===== src/rtl/tx_pcs_encoder.sv =====
// tx_pcs_encoder: pairs XGMII words into 64b/66b blocks with TX framing check; define TX_PCS_ENCODER_ERR_CNT_EN to add o_err_cnt
module tx_pcs_encoder #(
  parameter int XGMII_DATA_WIDTH = 32,
  parameter int XGMII_CTRL_WIDTH = 4
) (
  input  logic                        i_clk,
  input  logic                        i_reset_n,
  input  logic [XGMII_DATA_WIDTH-1:0] i_xgmii_txd,
  input  logic [XGMII_CTRL_WIDTH-1:0] i_xgmii_ctrl,
  input  logic                        i_xgmii_valid,
  output logic                        o_xgmii_pause,
  input  logic                        i_tx_pause,
  output logic [XGMII_DATA_WIDTH-1:0] o_tx_data,
  output logic [1:0]                  o_tx_hdr,
  output logic                        o_tx_hdr_valid,
  output logic                        o_tx_valid
`ifdef TX_PCS_ENCODER_ERR_CNT_EN
  ,
  output logic [15:0]                 o_err_cnt
`endif
);
  typedef enum logic {TX_C, TX_D} state_t;
  typedef enum logic [2:0] {CL_D, CL_C, CL_S, CL_T, CL_E} cls_t;
  localparam logic [63:0] IDLE8   = {8{8'h07}};
  localparam logic [63:0] E_BLK   = {{8{7'h1E}}, 8'h1E};
  localparam logic [63:0] T_TYPES = {8'hFF, 8'hE1, 8'hD2, 8'hCC, 8'hB4, 8'hAA, 8'h99, 8'h87};
  state_t                        state_q, state_d, nstate;
  cls_t                          cls;
  logic                          phase_q, phase_d, hi, ok;
  logic [XGMII_DATA_WIDTH-1:0]   lo_data_q, lo_data_d, upper_q, upper_d, tx_data_q, tx_data_d;
  logic [XGMII_CTRL_WIDTH-1:0]   lo_ctrl_q, lo_ctrl_d;
  logic [1:0]                    tx_hdr_q, tx_hdr_d, hdr;
  logic                          tx_hdr_valid_q, tx_hdr_valid_d, tx_valid_q, tx_valid_d;
  logic [63:0]                   blk, enc, payload;
  logic [7:0]                    c8;
  assign o_xgmii_pause  = i_tx_pause;
  assign o_tx_data      = tx_data_q;
  assign o_tx_hdr       = tx_hdr_q;
  assign o_tx_hdr_valid = tx_hdr_valid_q;
  assign o_tx_valid     = tx_valid_q;
  // classify and encode the block formed by the held lower word and the current word
  always_comb begin
    blk = {i_xgmii_txd, lo_data_q};
    c8  = {i_xgmii_ctrl, lo_ctrl_q};
    cls = CL_E;
    enc = E_BLK;
    if (c8 == 8'h00) begin
      cls = CL_D;
      enc = blk;
    end else if (c8 == 8'hFF && blk == IDLE8) begin
      cls = CL_C;
      enc = 64'h1E;
    end else if (c8 == 8'h01 && blk[7:0] == 8'hFB) begin
      cls = CL_S;
      enc = {blk[63:8], 8'h78};
    end else if (c8 == 8'h1F && blk[39:0] == 40'hFB07070707) begin
      cls = CL_S;
      enc = {blk[63:40], 32'h0, 8'h33};
    end else begin
      for (int k = 0; k < 8; k++)
        if (c8 == 8'(8'hFF << k) && blk[8*k+:8] == 8'hFD && (blk >> (8*k+8)) == (IDLE8 >> (8*k+8))) begin
          cls = CL_T;
          enc = ((blk & ((64'h1 << (8*k)) - 64'h1)) << 8) | {56'h0, T_TYPES[8*k+:8]};
        end
    end
  end
  // framing check, output beat selection and next-state values
  always_comb begin
    hi             = phase_q & i_xgmii_valid;
    ok             = state_q == TX_C ? (cls == CL_C || cls == CL_S) : (cls == CL_D || cls == CL_T);
    nstate         = (state_q == TX_C && cls == CL_S) || (state_q == TX_D && cls == CL_D) ? TX_D : TX_C;
    payload        = ok ? enc : E_BLK;
    hdr            = ok && cls == CL_D ? 2'b01 : 2'b10;
    phase_d        = phase_q ^ i_xgmii_valid;
    lo_data_d      = i_xgmii_valid && !phase_q ? i_xgmii_txd : lo_data_q;
    lo_ctrl_d      = i_xgmii_valid && !phase_q ? i_xgmii_ctrl : lo_ctrl_q;
    state_d        = hi ? nstate : state_q;
    tx_data_d      = !i_xgmii_valid ? tx_data_q : phase_q ? payload[31:0] : upper_q;
    tx_hdr_d       = hi ? hdr : tx_hdr_q;
    tx_hdr_valid_d = i_xgmii_valid ? phase_q : tx_hdr_valid_q;
    upper_d        = hi ? payload[63:32] : upper_q;
    tx_valid_d     = i_xgmii_valid;
  end
  // pairing phase, framing state and registered outputs
  always_ff @(posedge i_clk or negedge i_reset_n)
    if (!i_reset_n) begin
      phase_q        <= 1'b0;
      state_q        <= TX_C;
      lo_data_q      <= '0;
      lo_ctrl_q      <= '0;
      upper_q        <= '0;
      tx_data_q      <= '0;
      tx_hdr_q       <= 2'b10;
      tx_hdr_valid_q <= 1'b0;
      tx_valid_q     <= 1'b0;
    end else begin
      phase_q        <= phase_d;
      state_q        <= state_d;
      lo_data_q      <= lo_data_d;
      lo_ctrl_q      <= lo_ctrl_d;
      upper_q        <= upper_d;
      tx_data_q      <= tx_data_d;
      tx_hdr_q       <= tx_hdr_d;
      tx_hdr_valid_q <= tx_hdr_valid_d;
      tx_valid_q     <= tx_valid_d;
    end
`ifdef TX_PCS_ENCODER_ERR_CNT_EN
  logic [15:0] err_cnt_q, err_cnt_d;
  assign o_err_cnt = err_cnt_q;
  // saturating count of substituted error blocks
  always_comb err_cnt_d = hi && !ok && err_cnt_q != 16'hFFFF ? err_cnt_q + 16'd1 : err_cnt_q;
  // error counter register
  always_ff @(posedge i_clk or negedge i_reset_n)
    if (!i_reset_n) err_cnt_q <= '0;
    else err_cnt_q <= err_cnt_d;
`endif
endmodule


===== config.mk =====
export PLATFORM = sky130hd
export DESIGN_NAME = tx_pcs_encoder
export DESIGN_NICKNAME = d
export VERILOG_FILES = /design/src/rtl/tx_pcs_encoder.sv
export SDC_FILE = /design/constraint.sdc
export NUM_CORES = 1
export LEC_CHECK = 0
export BUFFER_PORTS_ARGS = -buffer_cell sky130_fd_sc_hd__clkbuf_2
export CAP_MARGIN = 40
export CORE_ASPECT_RATIO = 0.5
export CORE_UTILIZATION = 35
export DETAILED_ROUTE_END_ITERATION = 10
export SYNTH_ARGS = -nofsm -noshare
export SYNTH_HDL_FRONTEND = slang
export SYNTH_SLANG_ARGS = --single-unit

===== constraint.sdc =====
create_clock -name i_clk -period 2.82 [get_ports i_clk]
set_input_delay 0.282 -clock i_clk [delete_from_list [all_inputs] [get_ports i_clk]]
set_output_delay 0.282 -clock i_clk [all_outputs]
set_load 0.02 [all_outputs]

==> impl_metrics.json <==
{
  "violations": "negative setup slack",
  "core_area_um2": 16500,
  "maxSlewHeadroom_pct": 63.8,
  "htreeDepth": 3,
  "clk_latency_ns": 0.37,
  "cts.sinks": 106,
  "ant_nets": 0,
  "rsz0062_at_grt": "true",
  "grt_pass1_vias": 5920,
  "post-place-ws_ns": -0.281,
  "switchingPower_mw": 2.53,
  "regArea_um2": 2650,
  "cts_buffers": 9,
  "synth_area_leaders": "dfrtp_1 (44%), mux2_2 (6.6%), a22oi_1 (4.2%)",
  "grt-ovfl-total": 0,
  "grt_usage_pct": 28.4,
  "end_kind": "flip-flop",
  "power_leakage_nw": 3.31,
  "endpoint": "o_tx_data[7]$_DFFE_PN0P_",
  "synthDistinctLibCells": 67,
  "synth_top_cell_by_area": "dfrtp_1",
  "die_w_um": 187,
  "post-route-util_pct": 50.3,
  "worstSetupStartpoint": "lo_data_q[31]$_DFFE_PN0P_",
  "tightest_slew_ns": 0.543,
  "num-fill-cells": 1597,
  "wl_per_cell_um": 23.2,
  "synthCells": 627,
  "intPower_mw": 3.64,
  "period_share_pct": 102,
  "dpl_cell_area_um2": 7490,
  "antenna_cells": 0,
  "synth_top_area_share_pct": 44.1,
  "cellPowerDensity_nw_per_um2": 742,
  "drt-vias-per-instance": 5.88,
  "synthToLayoutAreaGrowth_pct": 39.5,
  "synth_adder_area_share_pct": 0.420,
  "synth_simple_gate_area_share_pct": 21.8,
  "antenna_found_initial": 0,
  "ir_drop_v": 0.000360,
  "synth_xor_area_share_pct": 0,
  "dp_cells": 1017,
  "syn-cell-area_um2": 5960,
  "first_iter_violations": 656,
  "grt_max_degree": 60,
  "ys_seq_elements": 106,
  "holdWs_ns": 0.211,
  "io_pins": 77,
  "synth_ff_type": "dfrtp_1",
  "syn_nets": 669,
  "setup_tns_ns": -0.274,
  "finalNonFillerCells": 1047,
  "reg2reg_slack_ns": -0.07,
  "worstReg2RegStart": "lo_data_q[31]$_DFFE_PN0P_",
  "hold_viol_final": 0,
  "synth-async-reset-ratio_pct": 100,
  "synth_edf_count": 0,
  "die_h_um": 94.3,
  "dieArea_um2": 17600,
  "grt_pass1_wl_um": 36900,
  "cp.arrival_ns": 3.17,
  "finalMaxSlewViolations": 0,
  "yosys_warnings": 0,
  "cts_tree": "built",
  "vias": 6161,
  "reg2regPathDepth": 7,
  "cp.required_ns": 3.10,
  "post-dp-hpwl_um": 18600,
  "io_buffers": 74,
  "clk_path_buf_depth": 2,
  "clk_pin_slew_ns": 0.07,
  "multiInputGateArea_um2": 3470,
  "routed_wl_um": 24300,
  "setup_viol": 10,
  "worstPathMaxFanout": 3,
  "final_nets": 857,
  "synth-compound-area-share_pct": 22.6,
  "power_frac_clock_pct": 20.2,
  "synth-seq-area-share_pct": 44.5,
  "hold_class": "in -> reg",
  "drive_above_1_share_pct": 42.0,
  "syn_area_per_cell_um2": 9.50,
  "fp-row-count": 33,
  "place_congestion": 1.04,
  "layout_setup_ws_ns": -0.0682,
  "switching_share_pct": 41.0,
  "r2r_end": "o_tx_data[7]$_DFFE_PN0P_",
  "initial_core_util_pct": 36.1,
  "worstSetupPathType": "reg -> reg",
  "fin_area_um2": 8310,
  "synth_top_family_by_area": "compound AO/OA/AOI/OAI gates",
  "comb_power_share_pct": 41.6,
  "start_kind": "flip-flop",
  "status": "complete, but fails checks",
  "skew_ns": 0.0121,
  "fin_crit_ns": 2.89,
  "synth_mux_area_share_pct": 6.61,
  "fmax_mhz": 346,
  "drv_cap": 0,
  "dr.pass1.iters": 7,
  "power.total_mw": 6.16,
  "p_seq_share_pct": 38.2,
  "root_buffer": "clkbuf_16",
  "drcViolationCount": 0
}
-- cell families after synthesis --
logic type / after synthesis
AO/OA/AOI/OAI: 193
AND/OR/NAND/NOR: 231
flip-flops: 106
adder cells (fa/ha/maj): 2
buffers and inverters: 60
multiplexers: 35
-- area by class of cell --
class / count / share of cell area, %
tap: 227 / 3.42
multi-input combinational: 462 / 41.8
timing repair buffer: 214 / 18.4
sequential: 106 / 31.9
clock inverter: 7 / 0.723
clock buffer: 9 / 2.71
inverter: 22 / 0.994
-- worst min-delay path by stage --
stage | startpoint | endpoint | slack [ns] | depth (start not counted)
3_3_place_gp | i_reset_n | o_tx_hdr[0]$_DFFE_PN0P_ | 0.23 | 1
6_report | i_xgmii_txd[30] | lo_data_q[30]$_DFFE_PN0P_ | 0.21 | 2
5_1_grt | i_xgmii_txd[30] | lo_data_q[30]$_DFFE_PN0P_ | 0.22 | 2
3_5_place_dp | i_reset_n | phase_q$_DFF_PN0_ | 0.24 | 1
4_1_cts | i_xgmii_txd[30] | lo_data_q[30]$_DFFE_PN0P_ | 0.21 | 2
2_1_floorplan | i_reset_n | lo_ctrl_q[0]$_DFFE_PN0P_ | -0.01 | 0
-- layout by cell type (no fill, tap or decap), drive strengths merged, types with 7 or more instances in the layout --
cell type / count
or4: 10
o22ai: 18
dfrtp: 105
buf: 140
a221oi: 7
or3: 7
nor4: 14
nor2: 62
mux2: 35
and2: 10
nor3: 12
a21oi: 21
a41oi: 11
a22oi: 33
a31oi: 19
o21a: 8
clkbuf: 82
o21ai: 34
nand4b: 8
nand3: 29
o211ai: 9
inv: 25
nand4: 8
nand2: 38
-- layer usage --
layer	wire length [um]	GRT usage, %
met3	2260	8.85
met1	11700	41.0
met2	9860	40.3
met4	383	6.56
met5	90	4.14
-- state kept, by name (all words and copies together), names as in the netlist --
register        count
o_tx_valid          1
upper_q            32
o_tx_data          32
o_tx_hdr            2
phase_q             1
lo_data_q          32
state_q             1
lo_ctrl_q           4
o_tx_hdr_valid      1
-- critical path: stages (launching register included) --
cell	delay, ns
dfrtp_1	0.39
or4_4	0.56
or4_4	0.61
a2111oi_4	0.31
buf_4	0.20
nor3_4	0.05
or4_4	0.52
a31oi_1	0.17
-- cell usage after synthesis, types with 2 or more instances --
| cell | n |
|---|---|
| dfrtp_1 | 105 |
| nor2_1 | 60 |
| nand2_1 | 38 |
| mux2_2 | 35 |
| a22oi_1 | 33 |
| o21ai_0 | 31 |
| nand3_1 | 29 |
| clkbuf_1 | 28 |
| a21oi_1 | 21 |
| inv_1 | 21 |
| a31oi_1 | 19 |
| o22ai_1 | 18 |
| a41oi_1 | 11 |
| nor4_1 | 11 |
| and2_1 | 10 |
| nor3_1 | 10 |
| o211ai_1 | 9 |
| or4_1 | 9 |
| nand4b_1 | 8 |
| o21a_1 | 8 |
| or3_1 | 7 |
| a221oi_1 | 6 |
| a32oi_1 | 6 |
| buf_2 | 6 |
| nor2b_1 | 6 |
| or2_2 | 6 |
| and3_1 | 5 |
| nand4_1 | 5 |
| o2bb2ai_1 | 5 |
| a211o_1 | 4 |
| a21boi_0 | 4 |
| nand3b_1 | 4 |
| a22o_1 | 3 |
| buf_1 | 3 |
| o21ai_1 | 3 |
| or4bb_1 | 3 |
| a21o_1 | 2 |
| ha_1 | 2 |
| nor3_2 | 2 |
| nor3b_1 | 2 |
| nor4_2 | 2 |
| nor4b_1 | 2 |
-- timing repair --
item,CTS,global route
setup buffers,5,8
resized for setup,12,60
hold buffers,1,0
gates cloned,1,0
hold endpoints to repair,25,0
setup endpoints to repair,50,64
pin swaps,9,38
-- power by group through the flow --
stage          combinational [mW]  sequential, mW  clock (mW)
6_report                     2.56            2.36        1.24
3_3_place_gp                 2.33            2.35           0
3_5_place_dp                 2.35            2.36           0
5_1_grt                      2.73            2.41        1.32
2_1_floorplan               0.895            2.55           0
4_1_cts                      2.38            2.33        1.26
No activity file was read; power rests on OpenSTA's default activity.
